**src/rtl/fetch_unit.sv**
```systemverilog
// Instruction fetch front-end: sequential PC, credit-limited request issue, in-order SRAM responses buffered toward decode.
// Define FETCH_BYPASS_EN to forward a response straight to decode when the buffer is empty.
module fetch_unit #(
  parameter int          XLEN            = 32,
  parameter logic [63:0] RESET_PC        = 64'h8000_0000,
  parameter int          FIFO_DEPTH      = 4,
  parameter int          MAX_OUTSTANDING = 2
) (
  input  logic            clk,
  input  logic            rstn,
  input  logic            redirect_valid_i,
  input  logic [XLEN-1:0] redirect_pc_i,
  output logic            fetch_addr_valid,
  input  logic            fetch_addr_ready,
  output logic [XLEN-1:0] fetch_addr,
  input  logic            fetch_data_valid,
  input  logic [31:0]     fetch_data,
  output logic            fetch_data_ready,
  output logic            instr_valid_o,
  output logic [31:0]     instr_o,
  output logic [XLEN-1:0] instr_pc_o,
  input  logic            instr_ready_i
);

  localparam int PW = (FIFO_DEPTH > 1) ? $clog2(FIFO_DEPTH) : 1;
  localparam int CW = $clog2(FIFO_DEPTH + MAX_OUTSTANDING + 1);
  localparam logic [XLEN-1:0] START_PC = {RESET_PC[XLEN-1:2], 2'b00};

  logic [XLEN-1:0] pc_q, pc_d;
  logic [XLEN-1:0] respPc_q, respPc_d;
  logic [CW-1:0]   outstanding_q, outstanding_d;
  logic [CW-1:0]   dropCnt_q, dropCnt_d;
  logic [CW-1:0]   count_q, count_d;
  logic [PW-1:0]   rdPtr_q, rdPtr_d;
  logic [PW-1:0]   wrPtr_q, wrPtr_d;
  logic [31:0]     memData_q [FIFO_DEPTH];
  logic [XLEN-1:0] memPc_q   [FIFO_DEPTH];

  logic            accept;
  logic            respValid;
  logic            respKeep;
  logic            fifoEmpty;
  logic            push;
  logic            pop;
  logic [CW-1:0]   outstandingNext;
  logic [XLEN-1:0] redirectTarget;
  logic            unusedRedirectLow;

  assign unusedRedirectLow = ^redirect_pc_i[1:0];
  assign redirectTarget    = {redirect_pc_i[XLEN-1:2], 2'b00};

  // Request credits cover both in-flight responses and buffered entries, so a response always has a slot.
  assign fetch_data_ready = rstn;
  assign fetch_addr       = pc_q;
  assign fetch_addr_valid = rstn && (outstanding_q < CW'(MAX_OUTSTANDING))
                            && ((count_q + outstanding_q) < CW'(FIFO_DEPTH));
  assign accept           = fetch_addr_valid && fetch_addr_ready;
  assign respValid        = rstn && fetch_data_valid;
  assign respKeep         = respValid && (dropCnt_q == '0) && !redirect_valid_i;
  assign outstandingNext  = outstanding_q + CW'(accept) - CW'(respValid);
  assign fifoEmpty        = (count_q == '0);
  assign pop              = !fifoEmpty && instr_ready_i;

`ifdef FETCH_BYPASS_EN
  logic bypassHit;
  assign bypassHit     = fifoEmpty && respKeep;
  assign instr_valid_o = !fifoEmpty || bypassHit;
  assign instr_o       = fifoEmpty ? fetch_data : memData_q[rdPtr_q];
  assign instr_pc_o    = fifoEmpty ? respPc_q : memPc_q[rdPtr_q];
  assign push          = respKeep && !(bypassHit && instr_ready_i);
`else
  assign instr_valid_o = !fifoEmpty;
  assign instr_o       = memData_q[rdPtr_q];
  assign instr_pc_o    = memPc_q[rdPtr_q];
  assign push          = respKeep;
`endif

  // Redirect overrides every other update: new PC, empty buffer, and drop whatever is still in flight.
  always_comb begin
    pc_d          = pc_q;
    respPc_d      = respPc_q;
    outstanding_d = outstandingNext;
    dropCnt_d     = dropCnt_q;
    count_d       = count_q + CW'(push) - CW'(pop);
    rdPtr_d       = pop  ? rdPtr_q + PW'(1) : rdPtr_q;
    wrPtr_d       = push ? wrPtr_q + PW'(1) : wrPtr_q;
    if (accept) pc_d = pc_q + XLEN'(4);
    if (respKeep) respPc_d = respPc_q + XLEN'(4);
    if (respValid && (dropCnt_q != '0)) dropCnt_d = dropCnt_q - CW'(1);
    if (redirect_valid_i) begin
      pc_d      = redirectTarget;
      respPc_d  = redirectTarget;
      dropCnt_d = outstandingNext;
      count_d   = '0;
      rdPtr_d   = '0;
      wrPtr_d   = '0;
    end
  end

  always_ff @(posedge clk) begin
    if (!rstn) begin
      pc_q          <= START_PC;
      respPc_q      <= START_PC;
      outstanding_q <= '0;
      dropCnt_q     <= '0;
      count_q       <= '0;
      rdPtr_q       <= '0;
      wrPtr_q       <= '0;
    end else begin
      pc_q          <= pc_d;
      respPc_q      <= respPc_d;
      outstanding_q <= outstanding_d;
      dropCnt_q     <= dropCnt_d;
      count_q       <= count_d;
      rdPtr_q       <= rdPtr_d;
      wrPtr_q       <= wrPtr_d;
    end
  end

  // Entry storage needs no reset; occupancy is tracked by the pointers and count.
  always_ff @(posedge clk) begin
    if (push) begin
      memData_q[wrPtr_q] <= fetch_data;
      memPc_q[wrPtr_q]   <= respPc_q;
    end
  end

endmodule
```
**config.mk**
```make
export PLATFORM = sky130hd
export DESIGN_NAME = fetch_unit
export DESIGN_NICKNAME = d
export VERILOG_FILES = /design/src/rtl/fetch_unit.sv
export SDC_FILE = /design/constraint.sdc
export NUM_CORES = 1
export LEC_CHECK = 0
export ABC_AREA = 0
export CAP_MARGIN = 20
export CORE_MARGIN = 4
export CORE_UTILIZATION = 42
export CTS_CLUSTER_SIZE = 24
export DETAILED_ROUTE_END_ITERATION = 8
export PLACE_DENSITY_LB_ADDON = 0.15
export SLEW_MARGIN = 20
export SYNTH_ARGS = -nofsm -noshare
export SYNTH_HDL_FRONTEND = slang
export SYNTH_SLANG_ARGS = --single-unit
```
**constraint.sdc**
```tcl
create_clock -name clk -period 5.65 [get_ports clk]
set_input_delay 0.8475 -clock clk [delete_from_list [all_inputs] [get_ports clk]]
set_output_delay 0.8475 -clock clk [all_outputs]
set_load 0.02 [all_outputs]
```
==> qor.yml <==
n_fill_cell: 2526
synth.distinct_cells: 55
place.port_buffers: 162
critPathRequiredTime_ps: 4800
viasPerCell: 5.38
syn_avg_cell_area_um2: 15.9
rrSetupSlack_ps: 2320
wire_per_inst_um: 19.8
power_frac_comb_pct: 9.7
grt_pass1_vias: 7964
seq_power_share_pct: 49.1
setup_slack_ps: 1840
critPathSlowestCell: "dfxtp_4"
synth_edf_count: 248
dp_slack_ps: 1710
grt-ovfl-total: 0
post_cts_resized: 0
clkTransAtPathRegs_ps: 60
critPathKind: "reg -> out"
irDropWorstVdd_mv: 0.176
drv_cap: 0
multiInputGateArea_um2: 3840
cpPeakStageDelay_ps: 920
clk_latency_ps: 510
yosysWarnings: 0
vias: 7602
outcome: "finished, final reports clean"
syn_to_final_growth_pct: 24.5
drt-initial-drc-count: 434
antenna_found_initial: 0
cp-end-kind: "output pin"
cts_hold_buf: 0
cts_buffers: 35
grt_setup_unrepaired: "no"
setup_violations: 0
power_density_nw_per_um2: 340
fin_skew_ps: 17.1
die_h_um: 184
nets: 1079
leakagePower_nw: 5.30
final_common_cell: "edfxtp_1"
swShare_pct: 22.3
worst_ep_arrival_time_ps: 2960
hold_path_class: "reg -> reg"
fmax_mhz: 263
die_x_um: 184
cts_tree: "built"
total_power_mw: 5.53
grt_use_total_pct: 16.6
clock_tree.root_cell: "clkbuf_16"
mostFrequentLayoutCells: "edfxtp_1, clkdlybuf4s50_1, dfxtp_1"
core_area_um2: 30700
ys_ff_latch: 323
initial_core_util_pct: 42.6
synth-async-reset-ratio_pct: 0
final-hold-violation-count: 0
hpwl_mm: 17.8
drive_above_1_share_pct: 13.9
grt_start_max_net_pins: 65
max_slew_margin_pct: 37.3
internal-power_mw: 4.29
synth-main-ff-cell: "edfxtp_1"
syn-cell-area_um2: 13100
ff_latch_area_um2: 8950
cts.sinks: 323
fin_crit_sh_pct: 67.4
worst_slew_pin_slew_ps: 940
dr.pass1.iters: 5
post_cts_buffers: 0
diodes: 0
startpoint_type: "register"
ant_nets: 0
finalCriticalPeriod_ps: 3810
grt_pass1_wl_mm: 44.5
io_pins: 169
report.final.slew_viol_count: 0
drc: 0
synth_cells: 823
totalWireLength_mm: 28.0
synth-seq-area-share_pct: 68.5
switchingPower_mw: 1.23
tns_ps: 0
core.rowCount: 64
crit_fanout: 41
clkPwrFrac_pct: 41.2
cp_cell_sequence: "buf_4, mux4_2, clkdlybuf4s50_1"
cts_max_level: 2
routabilityCongestion: 0.747
cts_buffer_depth: 3
dieArea_um2: 34000
synth_stat cells (2+ instances only):
| master | count | area, µm² |
|---|---|---|
| nor2_1 | 17 | 63.8 |
| nor4_4 | 2 | 42.5 |
| a21boi_0 | 2 | 15.0 |
| nor3_1 | 9 | 45.0 |
| and2_1 | 15 | 93.8 |
| clkbuf_1 | 27 | 101 |
| nand4_2 | 2 | 25.0 |
| and4_1 | 7 | 61.3 |
| nand4_1 | 18 | 113 |
| o21ai_0 | 37 | 185 |
| fa_1 | 2 | 40.0 |
| or3_1 | 10 | 62.6 |
| o311a_1 | 2 | 20.0 |
| and3_1 | 19 | 119 |
| o31ai_1 | 3 | 22.5 |
| mux4_2 | 62 | 1400 |
| ha_1 | 14 | 175 |
| nand4_4 | 2 | 42.5 |
| buf_4 | 6 | 45.0 |
| o22ai_1 | 3 | 18.8 |
| buf_1 | 2 | 7.51 |
| xnor2_1 | 24 | 210 |
| nor4_1 | 10 | 62.6 |
| nand2b_1 | 3 | 18.8 |
| xor2_1 | 25 | 219 |
| o2bb2ai_1 | 2 | 17.5 |
| o21a_1 | 4 | 30.0 |
| buf_2 | 9 | 45.0 |
| a31oi_1 | 11 | 68.8 |
| a311oi_1 | 2 | 17.5 |
| nand3_1 | 21 | 105 |
| a21oi_1 | 45 | 225 |
| inv_1 | 22 | 82.6 |
| dfxtp_1 | 75 | 1500 |
| edfxtp_1 | 248 | 7450 |
| nand2_1 | 42 | 158 |
layer usage:
layer	track usage (%)	part of all wire (%)	routed length, µm	vias up
li1	-	-	-	3548
met1	23.9	47	13100	3825
met2	26.2	46	13000	196
met3	3.28	5.4	1520	33
met4	3.79	1.6	450	0
met5	0	0	0	-
metrics by stage:
step	hold slack, ps	instances	area, µm²	util (%)
finish	499	1414	16300	53.1
global route	535	1414	16300	53.1
CTS	500	1414	16300	53.1
detailed placement	491	1352	15100	49.3
global placement	490	1352	15100	49.3
floorplan	466	826	13100	-
worst paths after layout:
| check | startpoint | to | cells after the start |
|---|---|---|---|
| setup / recovery | register | instr_pc_o[12] | 3 |
| hold / removal | wrPtr_q[0] | wrPtr_q[0] | 2 |
| setup reg to reg | count_q[1] | dropCnt_q[2] | 13 |
| hold reg to reg | wrPtr_q[0] | wrPtr_q[0] | 2 |
final cells by class:
cell class,instances,share of cell area [%]
well taps,396,3.05
clock inverters,13,1.00
inverters,22,0.508
clock buffers,49,6.09
repair buffers,175,10.7
flip-flops and latches,323,55.0
multi-input cells,436,23.6
flip-flops by register name (all words and copies together), names as in the netlist, named ones only:
register / flops
rdPtr_q: 2
respPc_q: 30
fetch_addr: 30
outstanding_q: 3
dropCnt_q: 3
count_q: 3
wrPtr_q: 2
memPc_q: 120
memData_q: 128
cells by family after synthesis:
logic type               after synthesis  share of synthesized area (%)
flip-flops                           323                           68.5
AND/OR/NAND/NOR                      183                           8.12
AO/OA/AOI/OAI                        121                           5.38
buffers and inverters                 67                           2.24
multiplexers                          62                           10.7
XOR/XNOR                              50                           3.41
adder cells (fa/ha/maj)               16                           1.65
other                                  1                         0.0287
worst max-delay path, delay by kind of cell (launching register included):
family,cells,cell delay (ps)
DFF,1,920
buffers and inverters,2,980
muxes,1,540
power groups by stage:
stage,clock network (mW),registers (mW),logic (mW)
6_report,2.28,2.71,0.535
2_1_floorplan,0,2.75,0.301
4_1_cts,2.34,2.71,0.541
3_3_place_gp,0,2.76,0.535
5_1_grt,2.46,2.72,0.586
3_5_place_dp,0,2.76,0.538
Power figures use the tool's default switching activity.
